**src/rtl/uart_tx_frame_gen_if.sv**
```systemverilog
// uart_tx_frame_gen_if: byte handshake and serial line bundle between upstream and the UART transmitter.
interface uart_tx_frame_gen_if #(
    parameter int DATA_WIDTH = 8
);
    logic [DATA_WIDTH-1:0] P_DATA;
    logic                  Data_Valid;
    logic                  PAR_EN;
    logic                  PAR_TYP;
    logic                  TX_OUT;
    logic                  Busy;
    modport master (output P_DATA, Data_Valid, PAR_EN, PAR_TYP, input TX_OUT, Busy);
    modport slave (input P_DATA, Data_Valid, PAR_EN, PAR_TYP, output TX_OUT, Busy);
endinterface

```
**src/rtl/uart_tx_frame_gen.sv**
```systemverilog
// uart_tx_frame_gen: serializes one byte per frame (start, LSB-first data, optional parity, stop), one bit per CLK.
module uart_tx_frame_gen #(
    parameter int DATA_WIDTH    = 8,
    parameter int COUNTER_WIDTH = 4
) (
    input logic               CLK,
    input logic               RST,
    uart_tx_frame_gen_if.slave tx
);
    localparam logic [2:0] IDLE   = 3'd0;
    localparam logic [2:0] START  = 3'd1;
    localparam logic [2:0] DATA   = 3'd2;
    localparam logic [2:0] PARITY = 3'd3;
    localparam logic [2:0] STOP   = 3'd4;

    logic [2:0]               state_q, state_d;
    logic [COUNTER_WIDTH-1:0] cnt_q, cnt_d;
    logic [DATA_WIDTH-1:0]    shift_q, shift_d;
    logic                     par_en_q, par_en_d;
    logic                     par_typ_q, par_typ_d;
    logic                     par_q, par_d;
    logic                     tx_q, tx_d;
    logic                     busy_q, busy_d;
    logic                     last;

    assign last = cnt_q == COUNTER_WIDTH'(DATA_WIDTH - 1);

    always_comb begin
        state_d   = IDLE;
        cnt_d     = cnt_q;
        shift_d   = shift_q;
        par_en_d  = par_en_q;
        par_typ_d = par_typ_q;
        par_d     = par_q;
        case (state_q)
            IDLE: if (tx.Data_Valid) begin
                state_d   = START;
                shift_d   = tx.P_DATA;
                par_en_d  = tx.PAR_EN;
                par_typ_d = tx.PAR_TYP;
                par_d     = ^tx.P_DATA;
            end
            START: begin
                state_d = DATA;
                cnt_d   = '0;
            end
            DATA: begin
                shift_d = shift_q >> 1;
                cnt_d   = last ? cnt_q : cnt_q + COUNTER_WIDTH'(1);
                state_d = !last ? DATA : par_en_q ? PARITY : STOP;
            end
            PARITY: state_d = STOP;
            default: state_d = IDLE;
        endcase
        // Outputs are decoded from the next state so TX_OUT and Busy stay registered.
        tx_d   = state_d == START  ? 1'b0 :
                 state_d == DATA   ? shift_d[0] :
                 state_d == PARITY ? par_q ^ par_typ_q : 1'b1;
        busy_d = state_d != IDLE;
    end

    always_ff @(posedge CLK) begin
        if (RST) begin
            state_q   <= IDLE;
            cnt_q     <= '0;
            shift_q   <= '0;
            par_en_q  <= 1'b0;
            par_typ_q <= 1'b0;
            par_q     <= 1'b0;
            tx_q      <= 1'b1;
            busy_q    <= 1'b0;
        end else begin
            state_q   <= state_d;
            cnt_q     <= cnt_d;
            shift_q   <= shift_d;
            par_en_q  <= par_en_d;
            par_typ_q <= par_typ_d;
            par_q     <= par_d;
            tx_q      <= tx_d;
            busy_q    <= busy_d;
        end
    end

    assign tx.TX_OUT = tx_q;
    assign tx.Busy   = busy_q;
endmodule

```
**src/flat_wrapper.sv**
```systemverilog
// flat-port wrapper written by rule: the top's interface ports become plain ports
module uart_tx_frame_gen_flat 
#(
    parameter int DATA_WIDTH    = 8,
    parameter int COUNTER_WIDTH = 4
)
  (CLK, RST, tx_P_DATA, tx_Data_Valid, tx_PAR_EN, tx_PAR_TYP, tx_TX_OUT, tx_Busy);
  uart_tx_frame_gen_if #(.DATA_WIDTH(DATA_WIDTH)) tx_i ();
  input logic CLK;
  input logic RST;
  input wire logic [$bits(tx_i.P_DATA)-1:0] tx_P_DATA;
  input wire logic [$bits(tx_i.Data_Valid)-1:0] tx_Data_Valid;
  input wire logic [$bits(tx_i.PAR_EN)-1:0] tx_PAR_EN;
  input wire logic [$bits(tx_i.PAR_TYP)-1:0] tx_PAR_TYP;
  output wire logic [$bits(tx_i.TX_OUT)-1:0] tx_TX_OUT;
  output wire logic [$bits(tx_i.Busy)-1:0] tx_Busy;
  assign tx_i.P_DATA = tx_P_DATA;
  assign tx_i.Data_Valid = tx_Data_Valid;
  assign tx_i.PAR_EN = tx_PAR_EN;
  assign tx_i.PAR_TYP = tx_PAR_TYP;
  assign tx_TX_OUT = tx_i.TX_OUT;
  assign tx_Busy = tx_i.Busy;
  uart_tx_frame_gen #(.DATA_WIDTH(DATA_WIDTH), .COUNTER_WIDTH(COUNTER_WIDTH)) u_core (.CLK(CLK), .RST(RST), .tx(tx_i));
endmodule
```
**config.mk**
```make
export PLATFORM = sky130hd
export DESIGN_NAME = uart_tx_frame_gen_flat
export DESIGN_NICKNAME = d
export VERILOG_FILES = /design/src/rtl/uart_tx_frame_gen_if.sv /design/src/rtl/uart_tx_frame_gen.sv /design/src/flat_wrapper.sv
export SDC_FILE = /design/constraint.sdc
export NUM_CORES = 1
export LEC_CHECK = 0
export CAP_MARGIN = 25
export CORE_MARGIN = 10
export CORE_UTILIZATION = 45
export DETAILED_ROUTE_END_ITERATION = 8
export HOLD_SLACK_MARGIN = 0.06
export PLACE_DENSITY = 0.68
export SYNTH_ARGS = -nofsm -noshare
export SYNTH_HDL_FRONTEND = slang
export SYNTH_SLANG_ARGS = --single-unit
export TNS_END_PERCENT = 10
```
**constraint.sdc**
```tcl
create_clock -name CLK -period 1.77 [get_ports CLK]
set_input_delay 0.354 -clock CLK [delete_from_list [all_inputs] [get_ports CLK]]
set_output_delay 0.354 -clock CLK [all_outputs]
set_load 0.005 [all_outputs]
```
==> tab_implementation.tex <==
\begin{tabular}{lr}
\hline
Metric & Value \\
\hline
\multicolumn{2}{l}{\textbf{Run status}} \\
Status & finished clean \\
\multicolumn{2}{l}{\textbf{STA}} \\
Final critical path time including I/O delays and setup & 1580 ps \\
Final setup vio count & 0 \\
Maximum frequency from static timing analysis & 0.633 GHz \\
Pins Over Slew Limit & 0 \\
Worst Tran Pin Value & 427 ps \\
RSZ-0062 raised after global routing & no \\
Final period util & 0.892 \\
Setup clock skew after layout & 9.37 ps \\
Relative slew slack & 0.715 \\
Setup slack of the critical path after layout & 191 ps \\
Final Hold Fails & 0 \\
Setup total negative slack & 0 ps \\
Hold slack final & 476 ps \\
\multicolumn{2}{l}{\textbf{Clock network}} \\
Worst-Skew Late Latency & 310 ps \\
Number of buffers created by CTS & 3 \\
Total clock sinks & 20 \\
Bufs on Longest Clock Path & 2 \\
Number of buffers inserted for hold repair after clock tree synthesis & 0 \\
H-Tree Level Count & 1 \\
Number of resized instances in the post-cts repair step & 0 \\
TritonCTS clock tree & yes \\
Clock-pin transition on the worst setup and hold timing paths & 110 ps \\
Root buf cell & sky130\_fd\_sc\_hd\_\_clkbuf\_4 \\
Post-CTS Setup Bufs & 0 \\
\multicolumn{2}{l}{\textbf{Worst setup path}} \\
Arrival time of data at the critical path endpoint & 1820 ps \\
Kind of end point of the critical path & flop \\
Slowest cell on crit path & sky130\_fd\_sc\_hd\_\_dfxtp\_1 \\
Ordered list of cells on the worst path & nor3b\_2 > a21oi\_2 > or3\_1 > a21boi\_1 \\
Worst EP required & 2010 ps \\
Delay contributed by the slowest stage of the critical path & 560 ps \\
Critical Path Fanout Max & 8 \\
Crit path kind & flop to flop \\
Kind of start point of the critical path & flop \\
\multicolumn{2}{l}{\textbf{Floorplan}} \\
Die outline width & 67.2 um \\
IO Pins & 15 \\
Starting density of the core & 0.461 \\
Area of the core & 2170 um\^{}2 \\
Die outline height & 67.2 um \\
Site Rows & 17 \\
Floorplan die area & 4510 um\^{}2 \\
\multicolumn{2}{l}{\textbf{Power and ir drop}} \\
Clock power share & 0.264 \\
NetSw & 0.000289 W \\
Worst vdd rail ir drop & 611 uV \\
Switching share of power & 0.281 \\
Part of the total power dissipated in sequential elements & 0.502 \\
Standby leakage power & 0.436 nW \\
Power per cell area & 840 nW/um\^{}2 \\
Pint & 0.000739 W \\
Part of the power in combinational logic & 0.234 \\
\multicolumn{2}{l}{\textbf{Yosys}} \\
Mean cell area of the mapped netlist & 9.44 um\^{}2 \\
Count of mapped cells out of synthesis & 106 \\
Yosys reg bits & 20 \\
Main synth FF type & sky130\_fd\_sc\_hd\_\_dfxtp\_1 \\
Cells taking the most area after synthesis & sky130\_fd\_sc\_hd\_\_dfxtp\_1 40\%, sky130\_fd\_sc\_hd\_\_a211oi\_2 7.5\%, sky130\_fd\_sc\_hd\_\_xnor2\_1 7.0\%, sky130\_fd\_sc\_hd\_\_nor2\_1 5.6\%, sky130\_fd\_sc\_hd\_\_o22ai\_1 3.8\% \\
Count of flip-flops with a built-in enable after synthesis & 0 \\
Fraction of synthesized cell area taken by the top area cell type & 0.400 \\
Most instantiated library cell after synthesis & sky130\_fd\_sc\_hd\_\_dfxtp\_1 \\
Dominant cell type by area after synthesis & sky130\_fd\_sc\_hd\_\_dfxtp\_1 \\
Total standard cell area after synthesis & 1000 um\^{}2 \\
Synth async-reset ratio & 0 \\
Distinct cells, synth & 39 \\
Yosys Warn Count & 0 \\
Post-synthesis sequential area ratio & 0.400 \\
Number of nets in the synthesized netlist & 120 \\
Most frequent cells after synthesis & 20 x sky130\_fd\_sc\_hd\_\_dfxtp\_1, 15 x sky130\_fd\_sc\_hd\_\_nor2\_1, 8 x sky130\_fd\_sc\_hd\_\_xnor2\_1 \\
\multicolumn{2}{l}{\textbf{Global routing}} \\
Most used routing layer & met2 \\
Global-route track usage on met1 & 0.132 \\
Antenna violations before repair & 0 \\
Number of global-route vias before repair & 778 \\
Global routing usage on met3 & 0.0298 \\
First-pass GRT wire length & 3.59 mm \\
GR Util met2 & 0.152 \\
Global-route usage over all layers & 0.102 \\
Pin count of the biggest net entering global routing & 12 \\
Congestion Overflow GR & 0 \\
\multicolumn{2}{l}{\textbf{Routing}} \\
Average detailed-routed wire length per instance & 13.7 um \\
Initial drt markers & 14 \\
Total DRC errors in the routed layout & 0 \\
DR vias & 815 \\
Pre-antenna DRT Iters & 4 \\
Wirelength, routed & 2.09 mm \\
Via-to-Cell Ratio & 5.36 \\
DRT antenna net count & 0 \\
\multicolumn{2}{l}{\textbf{Worst hold path}} \\
HP Class & flop to flop \\
\multicolumn{2}{l}{\textbf{Placed design}} \\
Number of input and output port buffers inserted & 14 \\
Worst slack at placement & -64.9 ps \\
Routability congestion estimate & 0.853 \\
HPWL after detailed placement & 1.65 mm \\
Number of placed instances, taps included & 148 \\
\multicolumn{2}{l}{\textbf{Final layout}} \\
Area added between synthesis and finish & 22.1\% \\
Final cell count without fillers & 152 \\
ANT cells & 0 \\
Fillcell total & 220 \\
Layout cell share with drive strength beyond 1 & 0.177 \\
Number of nets in the final layout & 139 \\
\multicolumn{2}{l}{\textbf{Run}} \\
Max capacitance violation total & 0 \\
\hline
\end{tabular}
logic make-up after synthesis:
group                    count (synthesis)  synth area share
AO/OA/AOI/OAI                           30             0.228
XOR/XNOR                                 8            0.0700
adder cells (fa/ha/maj)                  1            0.0125
buffers and inverters                    7            0.0350
flip-flops                              20             0.400
multiplexers                             2            0.0200
AND/OR/NAND/NOR                         38             0.235
metrics by stage:
step | area [um^2] | power [W] | util
2_1_floorplan | 1000 | 0.000684 | -
3_5_place_dp | 1190 | 0.000767 | 0.547
3_3_place_gp | 1190 | 0.000763 | 0.547
6_report | 1220 | 0.00103 | 0.563
4_1_cts | 1220 | 0.00103 | 0.563
5_1_grt | 1220 | 0.00109 | 0.563
layer usage:
metal  share of wire  wire length (um)
met5               0                 0
met1            0.49              1010
met2            0.46               952
met4           0.016                34
met3           0.041                85
flip-flops by register name, summed over array words and instances, names as in the netlist:
signal	cells
u_core.tx.Busy	1
u_core.par_en_q	1
u_core.tx.TX_OUT	1
u_core.par_typ_q	1
u_core.par_q	1
u_core.state_q	3
u_core.shift_q	8
u_core.cnt_q	4
power groups by stage:
stage	Clock (W)	Sequential [W]	Combinational (W)
2_1_floorplan	0	0.000516	0.000168
3_3_place_gp	0	0.000526	0.000237
3_5_place_dp	0	0.000526	0.000241
4_1_cts	0.000276	0.000516	0.000243
5_1_grt	0.000300	0.000522	0.000267
6_report	0.000271	0.000516	0.000240
worst paths after layout:
check / slack [ps] / to / depth (start not counted) / start
max: 190 / u_core.cnt_q[3] / 4 / u_core.state_q[0]
min: 480 / u_core.cnt_q[1] / 2 / u_core.cnt_q[1]
max reg2reg: 190 / u_core.cnt_q[3] / 4 / u_core.state_q[0]
min reg2reg: 480 / u_core.cnt_q[1] / 2 / u_core.cnt_q[1]
worst max-delay path, delay by kind of cell, from the launching register on:
family | cells | cell delay, ps
and+or+nand+nor | 2 | 720
DFF | 1 | 560
AOI/OAI and AO/OA | 2 | 230
layout make-up:
cell class                      instances  area [um^2]  share of cell area
Multi-Input combinational cell         79          566               0.463
Sequential cell                        20          400               0.328
Timing Repair Buffer                   19          178               0.145
Clock buffer                            4         36.3              0.0297
Tap cell                               28         35.0              0.0287
Inverter                                2         7.51             0.00614
cells in the final DEF (no fill, tap or decap), types with 2 or more instances in the layout:
master	n
sky130_fd_sc_hd__nand3b_1	2
sky130_fd_sc_hd__mux2i_1	2
sky130_fd_sc_hd__o21ai_0	2
sky130_fd_sc_hd__clkdlybuf4s50_1	14
sky130_fd_sc_hd__a21oi_1	5
sky130_fd_sc_hd__buf_4	5
sky130_fd_sc_hd__nand2_1	3
sky130_fd_sc_hd__o22ai_1	6
sky130_fd_sc_hd__a211oi_2	6
sky130_fd_sc_hd__dfxtp_1	20
sky130_fd_sc_hd__nor2_1	15
sky130_fd_sc_hd__clkbuf_4	3
sky130_fd_sc_hd__nand3_1	3
sky130_fd_sc_hd__o21ai_1	2
sky130_fd_sc_hd__xnor2_1	8
sky130_fd_sc_hd__nor3_1	4
No activity file was read; power rests on OpenSTA's default activity.
